## src/rtl/interleaver_multimode.sv

```systemverilog
// Ping-pong 802.16 block interleaver (QPSK/16QAM/64QAM), one bit per cycle in and out.
// Define INTLV_BLKCNT_EN to add the blk_count port and its completed-block counter.
module interleaver_multimode #(
  parameter int NCBPS_MAX = 576,
  parameter int D         = 16
) (
  input  logic        clk,
  input  logic        reset,
  input  logic [1:0]  mode,
  input  logic        data_in,
  input  logic        valid_in,
  output logic        ready_out,
  output logic        data_out,
  output logic        valid_out,
  input  logic        ready_in
`ifdef INTLV_BLKCNT_EN
  ,
  output logic [15:0] blk_count
`endif
);
  localparam int AW = $clog2(NCBPS_MAX);
  localparam logic [AW-1:0] LAST_Q   = AW'(191);
  localparam logic [AW-1:0] LAST_16  = AW'(383);
  localparam logic [AW-1:0] LAST_64  = AW'(575);
  localparam logic [AW-1:0] NDIV_Q   = AW'(192 / D);
  localparam logic [AW-1:0] NDIV_16  = AW'(384 / D);
  localparam logic [AW-1:0] NDIV_64  = AW'(576 / D);
  localparam logic [AW-1:0] COL_LAST = AW'(D - 1);

  typedef enum logic {W_IDLE, W_FILL}  w_state_t;
  typedef enum logic {R_IDLE, R_DRAIN} r_state_t;

  w_state_t        r_wstate, w_wstate_nxt;
  r_state_t        r_rstate, w_rstate_nxt;
  logic            r_mem [0:1][0:NCBPS_MAX-1];
  logic [1:0]      r_full;
  logic [AW-1:0]   r_last [0:1];
  logic            r_wbank, r_rbank;
  logic [1:0]      r_ws;
  logic [AW-1:0]   r_wndiv, r_wlast;
  logic [AW-1:0]   r_k, r_col, r_row, r_m;
  logic [1:0]      r_rm, r_cm;
  logic [AW-1:0]   r_raddr;
  logic            r_dout, r_vout;

  logic [1:0]      w_mode_s, w_cur_s, w_adj;
  logic [AW-1:0]   w_mode_ndiv, w_mode_last, w_cur_ndiv, w_waddr, w_faddr;
  logic            w_idle, w_accept, w_wlast_bit, w_fill_done;
  logic            w_slot_free, w_rd_full, w_fetch, w_fetch_last, w_rdata;
  logic [1:0]      w_set_vec, w_clr_vec;

  // Block geometry selected by the mode input; reserved code falls back to QPSK.
  always_comb begin
    w_mode_s    = 2'd1;
    w_mode_ndiv = NDIV_Q;
    w_mode_last = LAST_Q;
    case (mode)
      2'd1: begin
        w_mode_s    = 2'd2;
        w_mode_ndiv = NDIV_16;
        w_mode_last = LAST_16;
      end
      2'd2: begin
        w_mode_s    = 2'd3;
        w_mode_ndiv = NDIV_64;
        w_mode_last = LAST_64;
      end
      default: begin
        w_mode_s    = 2'd1;
        w_mode_ndiv = NDIV_Q;
        w_mode_last = LAST_Q;
      end
    endcase
  end

  assign w_idle      = (r_wstate == W_IDLE);
  assign w_cur_s     = w_idle ? w_mode_s : r_ws;
  assign w_cur_ndiv  = w_idle ? w_mode_ndiv : r_wndiv;
  assign ready_out   = ~reset & ~r_full[r_wbank];
  assign w_accept    = valid_in & ready_out;
  assign w_wlast_bit = ~w_idle & (r_k == r_wlast);
  assign w_fill_done = w_accept & w_wlast_bit;

  // floor(D*m/Ncbps) equals the column and Ncbps is a multiple of s, so the
  // second permutation reduces to ((row mod s) - (col mod s)) mod s.
  always_comb begin
    w_adj = 2'd0;
    if (r_rm >= r_cm) begin
      w_adj = r_rm - r_cm;
    end else begin
      w_adj = 2'(({1'b0, r_rm} + {1'b0, w_cur_s}) - {1'b0, r_cm});
    end
  end

  assign w_waddr = r_m - {{(AW-2){1'b0}}, r_rm} + {{(AW-2){1'b0}}, w_adj};

  // Write FSM next state.
  always_comb begin
    w_wstate_nxt = r_wstate;
    case (r_wstate)
      W_IDLE: begin
        if (w_accept) w_wstate_nxt = W_FILL;
        else          w_wstate_nxt = W_IDLE;
      end
      W_FILL: begin
        if (w_fill_done) w_wstate_nxt = W_IDLE;
        else             w_wstate_nxt = W_FILL;
      end
      default: w_wstate_nxt = W_IDLE;
    endcase
  end

  // Write FSM state register.
  always_ff @(posedge clk or posedge reset) begin
    if (reset) r_wstate <= W_IDLE;
    else       r_wstate <= w_wstate_nxt;
  end

  // Per-block mode latch and incremental row/column/m counters.
  always_ff @(posedge clk or posedge reset) begin
    if (reset) begin
      r_wbank   <= 1'b0;
      r_ws      <= 2'd1;
      r_wndiv   <= {AW{1'b0}};
      r_wlast   <= {AW{1'b0}};
      r_last[0] <= {AW{1'b0}};
      r_last[1] <= {AW{1'b0}};
      r_k       <= {AW{1'b0}};
      r_col     <= {AW{1'b0}};
      r_row     <= {AW{1'b0}};
      r_m       <= {AW{1'b0}};
      r_rm      <= 2'd0;
      r_cm      <= 2'd0;
    end else if (w_accept) begin
      if (w_idle) begin
        r_ws            <= w_mode_s;
        r_wndiv         <= w_mode_ndiv;
        r_wlast         <= w_mode_last;
        r_last[r_wbank] <= w_mode_last;
      end
      if (w_fill_done) begin
        r_wbank <= ~r_wbank;
        r_k     <= {AW{1'b0}};
        r_col   <= {AW{1'b0}};
        r_row   <= {AW{1'b0}};
        r_m     <= {AW{1'b0}};
        r_rm    <= 2'd0;
        r_cm    <= 2'd0;
      end else begin
        r_k <= r_k + AW'(1);
        if (r_col == COL_LAST) begin
          r_col <= {AW{1'b0}};
          r_cm  <= 2'd0;
          r_row <= r_row + AW'(1);
          r_m   <= r_row + AW'(1);
          r_rm  <= (r_rm == w_cur_s - 2'd1) ? 2'd0 : r_rm + 2'd1;
        end else begin
          r_col <= r_col + AW'(1);
          r_m   <= r_m + w_cur_ndiv;
          r_cm  <= (r_cm == w_cur_s - 2'd1) ? 2'd0 : r_cm + 2'd1;
        end
      end
    end
  end

  // Bank storage; contents are don't-care after reset.
  always_ff @(posedge clk) begin
    if (w_accept) r_mem[r_wbank][w_waddr] <= data_in;
  end

  assign w_slot_free = ~r_vout | ready_in;
  assign w_rd_full   = r_full[r_rbank];
  assign w_rdata     = r_mem[r_rbank][w_faddr];

  // The bank is released when its last bit moves into the output register,
  // which keeps input and output streaming back to back.
  always_comb begin
    w_fetch = 1'b0;
    w_faddr = r_raddr;
    case (r_rstate)
      R_IDLE: begin
        w_fetch = w_rd_full & w_slot_free;
        w_faddr = {AW{1'b0}};
      end
      R_DRAIN: begin
        w_fetch = w_slot_free;
        w_faddr = r_raddr;
      end
      default: begin
        w_fetch = 1'b0;
        w_faddr = {AW{1'b0}};
      end
    endcase
  end

  assign w_fetch_last = w_fetch & (w_faddr == r_last[r_rbank]);

  // Read FSM next state.
  always_comb begin
    w_rstate_nxt = r_rstate;
    case (r_rstate)
      R_IDLE: begin
        if (w_fetch && !w_fetch_last) w_rstate_nxt = R_DRAIN;
        else                          w_rstate_nxt = R_IDLE;
      end
      R_DRAIN: begin
        if (w_fetch_last) w_rstate_nxt = R_IDLE;
        else              w_rstate_nxt = R_DRAIN;
      end
      default: w_rstate_nxt = R_IDLE;
    endcase
  end

  // Read FSM state register.
  always_ff @(posedge clk or posedge reset) begin
    if (reset) r_rstate <= R_IDLE;
    else       r_rstate <= w_rstate_nxt;
  end

  // Read address, bank pointer and registered output stage.
  always_ff @(posedge clk or posedge reset) begin
    if (reset) begin
      r_rbank <= 1'b0;
      r_raddr <= {AW{1'b0}};
      r_dout  <= 1'b0;
      r_vout  <= 1'b0;
    end else if (w_fetch) begin
      r_dout <= w_rdata;
      r_vout <= 1'b1;
      if (w_fetch_last) begin
        r_raddr <= {AW{1'b0}};
        r_rbank <= ~r_rbank;
      end else begin
        r_raddr <= w_faddr + AW'(1);
      end
    end else if (ready_in) begin
      r_vout <= 1'b0;
    end
  end

  assign w_set_vec = w_fill_done  ? (2'b01 << r_wbank) : 2'b00;
  assign w_clr_vec = w_fetch_last ? (2'b01 << r_rbank) : 2'b00;

  // Full flags; a set and a clear on opposite banks in one cycle both apply.
  always_ff @(posedge clk or posedge reset) begin
    if (reset) r_full <= 2'b00;
    else       r_full <= (r_full | w_set_vec) & ~w_clr_vec;
  end

  assign data_out  = r_dout;
  assign valid_out = r_vout;

`ifdef INTLV_BLKCNT_EN
  logic [15:0] r_blk_cnt;

  // Completed-block counter, wraps naturally at 16 bits.
  always_ff @(posedge clk or posedge reset) begin
    if (reset)             r_blk_cnt <= 16'd0;
    else if (w_fetch_last) r_blk_cnt <= r_blk_cnt + 16'd1;
    else                   r_blk_cnt <= r_blk_cnt;
  end

  assign blk_count = r_blk_cnt;
`endif

endmodule

```

## config.mk

```make
export PLATFORM = sky130hd
export DESIGN_NAME = interleaver_multimode
export DESIGN_NICKNAME = d
export VERILOG_FILES = /design/src/rtl/interleaver_multimode.sv
export SDC_FILE = /design/constraint.sdc
export NUM_CORES = 2
export LEC_CHECK = 0
export ABC_AREA = 0
export CORE_ASPECT_RATIO = 0.9
export CORE_UTILIZATION = 35
export DETAILED_ROUTE_END_ITERATION = 7
export SLEW_MARGIN = 15
export SYNTH_ARGS = -nofsm -noshare
export SYNTH_HDL_FRONTEND = slang
export SYNTH_SLANG_ARGS = --single-unit
```

## constraint.sdc

```tcl
create_clock -name clk -period 5.7 [get_ports clk]
set_input_delay 0.855 -clock clk [delete_from_list [all_inputs] [get_ports clk]]
set_output_delay 0.855 -clock clk [all_outputs]
set_load 0.05 [all_outputs]
```

After elaboration in Yosys (flattened, before gate mapping)
Memory sizes are Yosys's and may differ from the RTL's.
Index checks and enable logic that the tools add are counted.
{"block": "word_totals", "regBits": 104, "ramBits": 1152, "in_bits": 7, "wordCells": 130, "mem_count": 1}
{"block": "op_classes", "addsub": 13, "magnitude_cmp": 9, "n_eq_ne": 7, "n_shift": 2, "n_mux": 48, "n_bitwise": 21, "n_reduce_logical": 10}
{"name": "r_mem", "words": 2, "word_bits": 576, "read_ports": 1, "rd_ports_with_merged_regs": 0, "write_ports": 1, "line_no": "35", "rtl": "logic r_mem [0:1][0:NCBPS_MAX-1];"}
{"operator": "two-way mux 576 bit", "n": 1}
{"operator": "two-way mux 10 bit", "n": 13}
{"operator": "adder 10 x 1 -> 10 bit, second input constant", "n": 4}
{"operator": "case mux 10 bit (2 select lines)", "n": 2}
{"operator": "greater-or-equal comparator 11 bit, second input constant", "n": 2}
{"operator": "inverter 10 -> 11 bit", "n": 2}
{"operator": "bitwise mux 20 bit", "n": 1}
{"operator": "equality test 10 bit", "n": 2}
{"operator": "two-way mux 2 bit", "n": 10}
{"operator": "two-way mux 1 bit", "n": 13}
{"operator": "case mux 6 bit (2 select lines)", "n": 1}
{"operator": "< comparator 11 x 1 -> 1 bit, second input constant", "n": 1}
{"operator": "adder 10 bit", "n": 1}
{"operator": "adder 10 x 2 -> 10 bit", "n": 1}
{"operator": "binary-select mux 1 bit (select 10 bit)", "n": 1}
{"operator": "demux 1 bit (select 10 bit)", "n": 1}
{"operator": "demux 10 bit (select 1 bit)", "n": 1}
{"operator": "equality test 10 x 4 -> 1 bit, second input constant", "n": 1}
{"operator": "subtractor 10 x 2 -> 10 bit", "n": 1}
{"operator": "AND reduction 2 bit", "n": 4}
{"operator": "inverter 1 bit", "n": 7}
{"operator": "AND 1 bit", "n": 6}
{"operator": "case mux 1 bit (2 select lines)", "n": 3}
{"operator": "adder 2 x 1 -> 2 bit, second input constant", "n": 2}
{"operator": "other kinds (20)", "n": 29}

Logic depth before layout (Yosys ltp)
{"block": "depth", "ltp_word": 13, "depth_mapped": 24, "ltp_nobuf": 21}

Worst setup path before layout
OpenSTA, ideal clock, no wires.
{"block": "synth_path", "kind": "input to register", "startpoint": "in mode[1]", "endpoint": "mem r_mem[0][183] (netlist name), enable pin", "setup_time_ns": 0.313, "arrival_ns": 5.248, "setup_slack_ns": 0.139, "cell_stages": 24, "path_buffers": 3, "path_cell_list": "inv_1 > ha_1 > nor2_1 > a21oi_1 > xnor2_1 > ha_1 > xor2_1 > xnor2_1 > xnor2_1 > mux2i_1 > fa_1 > fa_1 > a21o_1 > a21oi_1 > o21bai_1 > a21oi_2 > o21bai_2 > a21oi_1 > xor2_1 > or3b_1 > clkbuf_1 > buf_2 > buf_2 > nor3_1"}
{"block": "synth_between", "elab_chain_cells": 13}
{"element": "from (decl)", "line_no": "9", "rtl": "input logic [1:0] mode,"}
{"element": "equality test 2 bit / equality test 2 x 1 -> 1 bit (equally long branches)", "line_no": "57", "rtl": "case (mode)"}
{"element": "case mux 2 bit (2 select lines) *", "line_no": "57"}
{"element": "two-way mux 2 bit *"}
{"element": "adder 2 bit *", "line_no": "91", "rtl": "w_adj = 2'(({1'b0, r_rm} + {1'b0, w_cur_s}) - {1'b0, r_cm});"}
{"element": "subtractor 2 bit *", "line_no": "91"}
{"element": "two-way mux 2 bit *", "line_no": "88", "rtl": "if (r_rm >= r_cm) begin"}
{"element": "adder 10 x 2 -> 10 bit *", "line_no": "95", "rtl": "assign w_waddr = r_m - {{(AW-2){1'b0}}, r_rm} + {{(AW-2){1'b0}}, w_adj};"}
{"element": "inverter 10 -> 11 bit (implied by the code) *", "line_no": "168", "rtl": "if (w_accept) r_mem[r_wbank][w_waddr] <= data_in;"}
{"element": "greater-or-equal comparator 11 bit (implied by the code) / < comparator 11 x 1 -> 1 bit (equally long branches)", "line_no": "168"}
{"element": "logical AND 1 bit (implied by the code)", "line_no": "168"}
{"element": "two-way mux 1 bit (implied by the code)", "line_no": "168"}
{"element": "demux 1 bit (select 10 bit) *", "line_no": "168"}
{"element": "two-way mux 576 bit (implied by the code) *", "line_no": "168"}
{"element": "to (decl)", "line_no": "35"}
Every way passes the cells marked *; elsewhere a longest branch is shown, timed or not.

Final worst setup path
{"block": "layout_path", "startpoint": "in mode[1]", "endpoint": "mem r_mem[1][171] (netlist name), enable pin"}
Same word-level chain as after synthesis.

==> metrics.yaml <==
status: "completed"
drtIter0Drc: 4479
syn-num-nets: 4452
setup_tns_ns: 0
num_rows: 141
ys.warnings.count: 0
grt_pass1_wl_mm: 238.6
finalClockSkew_ns: 0.02415
max_freq_ghz: 0.1832
ir_drop_uv: 664.3
synth_largest_area_cell: "edfxtp_1"
dr.pass1.iters: 6
ioPinCount: 10
path_max_fanout: 53
fin_crit_ns: 5.459
clkLatencyLatePin_ns: 0.77
antenna_found_initial: 0
finalPower_w: 0.03722
worstPathArrival_ns: 5.91
syn_to_final_growth_pct: 13.71
fillers: 15354
yosysMostFrequentCell: "nor3_1"
die_w_um: 430.2
vias_per_cell: 5.849
whs_path_depth: 1
path_class: "in2reg"
hold_path.class: "reg2reg"
timing.final.crit_share: 0.9576
drive_above_1_share: 0.1598
grt_start_max_net_pins: 252
die_area_um2: 166700
min-delay-start: "r_last[15]"
maxSlewHeadroom: 0.3084
netlist_instances: 4411
rr_worst_depth: 20
wl_per_cell_um: 24.43
io_buffers: 9
r2r_start: "r_wstate"
slew_viol_final: 0
n_antenna_cell: 0
cts.sinks: 1238
yosysTopAreaCellShare: 0.5989
start_util: 0.3521
reg2reg_to: "r_mem[1][171]"
synth_common_cells: "nor3_1 (1184), edfxtp_1 (1152), mux2i_1 (320), clkbuf_1 (262), nand2_1 (168)"
start_kind: "primary input"
synth-edff-count: 1152
ys_ff_latch: 1238
switching_power_w: 0.01680
cts_htree_levels: 4
yosysUniqueCellTypes: 92
rrSetupSlack_ns: 0.65
p_int_w: 0.02042
wl_mm: 159.9
syn_area_um2: 57770
hold_violations: 0
power.density_nw_per_um2: 566.6
swShare: 0.4514
synth_ff_type: "edfxtp_1"
cts_root_buf: "clkbuf_16"
grt.total_usage: 0.1871
cts_buffers: 134
end_kind: "flop"
drtAntennaViolNets: 0
p_leak_nw: 20.15
finalNetCount: 4334
async_reset_ff_frac: 0.06947
num_vias: 38272
pwr-share-seq: 0.280
drc: 0
multi_input_area_um2: 18850
coreArea_um2: 164100
clockBufferDepth: 3
worst_pin_slew_ns: 1.037
drv_cap: 0
min_to: "r_last[15]"
synthTopCellsByArea: "edfxtp_1 (60%), nor3_1 (10%), mux2i_1 (5.5%)"
p_clk_frac: 0.226
hpwl_mm: 89.62
grt_pass1_vias: 36784
place_congestion: 0.8773
die_y_um: 387.4
rsz0062_at_grt: "true"
p_comb_frac: 0.494
ys_seq_area_frac: 0.6361
regArea_um2: 36750
setup_viol: 0
avgSynthCellArea_um2: 13.10
grt-ovfl-total: 0
critPathRequiredTime_ns: 6.15
cts_tree: "done"
path_clk_slew_ns: 0.05
## logic make-up (layout without fill, tap and decap cells)
logic type | Yosys count | after routing | synth area share
and+or+nand+nor | 1592 | 1592 | 0.1359
DFF | 1238 | 1238 | 0.6361
buffers and inverters | 541 | 528 | 0.04984
AOI/OAI and AO/OA | 507 | 507 | 0.05965
muxes | 446 | 446 | 0.1024
xor gates and xnor gates | 53 | 53 | 0.008166
adders and majority gates | 34 | 34 | 0.007884
## worst max-delay path by stage
| stage | from | to | slack [ns] | cells past startpoint |
|---|---|---|---|---|
| 2_1_floorplan | mode[1] | r_mem[0][183] | 0.14 | 24 |
| 5_1_grt | mode[1] | r_mem[1][171] | -0.02 | 24 |
| 6_report | mode[1] | r_mem[1][171] | 0.24 | 24 |
| 3_3_place_gp | mode[1] | r_mem[0][443] | -0.72 | 24 |
| 4_1_cts | mode[1] | r_mem[0][432] | 0.13 | 24 |
| 3_5_place_dp | mode[1] | r_mem[0][330] | -0.64 | 24 |
## repair_timing
item	4_1_cts	5_1_grt
hold buffers	0	0
setup endpoints to repair	0	1138
resized for setup	0	124
buffers inserted	0	4
## power groups by stage
stage	combinational, W	sequential, W	clock (W)
floorplan	0.0109	0.0104	0
global placement	0.0175	0.0106	0
detailed placement	0.0176	0.0106	0
CTS	0.0176	0.0104	0.00855
global route	0.0194	0.0104	0.00887
finish	0.0184	0.0104	0.00841
## per-stage QoR
| step | util | area (um2) | cells | setup WS [ns] | hold WS, ns |
|---|---|---|---|---|---|
| finish | 0.4003 | 65680 | 6543 | 0.2414 | 0.4679 |
| global route | 0.4003 | 65680 | 6543 | -0.01543 | 0.5015 |
| CTS | 0.3959 | 64960 | 6536 | 0.1277 | 0.4722 |
| detailed placement | 0.3705 | 60790 | 6295 | -0.6438 | 0.4584 |
| global placement | 0.3705 | 60790 | 6295 | -0.7162 | 0.4460 |
| floorplan | - | 57770 | 4411 | 0.1391 | 0.4305 |
## registers in the layout (all words and copies together), names as in the netlist, 4 cells and up, named ones only
| register | count |
|---|---|
| r_col | 10 |
| r_k | 10 |
| r_last | 8 |
| r_m | 10 |
| r_mem | 1152 |
| r_raddr | 10 |
| r_row | 10 |
| r_wlast | 4 |
| r_wndiv | 10 |
## per-layer routing
layer	global-route usage	vias to the layer above	share of wire
li1	-	16913	-
met1	0.2631	19677	0.43
met2	0.2902	1417	0.46
met3	0.03357	265	0.077
met4	0.06481	0	0.030
met5	0	-	0
## final cells by class
| class | instances | share of cell area |
|---|---|---|
| Sequential cell | 1238 | 0.5595 |
| Clock inverter | 62 | 0.007696 |
| Multi-Input combinational cell | 2632 | 0.2870 |
| Tap cell | 2145 | 0.04086 |
| Timing Repair Buffer | 254 | 0.04728 |
| Clock buffer | 179 | 0.05570 |
| Inverter | 33 | 0.001981 |
## worst max-delay path, cell delays in order
cell             delay, ns
clkdlybuf4s50_1       0.51
inv_1                 0.08
buf_4                 0.13
ha_1                  0.18
nand2_1               0.07
o21ai_0               0.11
ha_1                  0.22
xor2_1                0.17
xnor2_1               0.17
xnor2_1               0.15
mux2i_1               0.13
fa_1                  0.54
fa_2                  0.42
a21o_1                0.20
a21oi_2               0.16
o21bai_1              0.10
a21oi_2               0.18
o21bai_2              0.08
a21oi_2               0.17
xor2_2                0.14
or3b_4                0.46
buf_4                 0.17
buf_16                0.18
nor3_1                0.27
## placed cells by master (no fill, tap or decap), types with 31 or more instances in the layout
cell / n
o221ai_1: 81
nand2_1: 162
edfxtp_1: 1152
a21oi_1: 103
nor2_1: 95
o22ai_1: 102
buf_12: 87
clkbuf_1: 37
mux4_2: 103
nor3_2: 109
dfrtp_1: 83
mux2i_1: 320
clkbuf_16: 141
nor3_1: 1072
buf_4: 152
o21ai_0: 64
a211oi_1: 31
(Power assumes the default switching activity.)
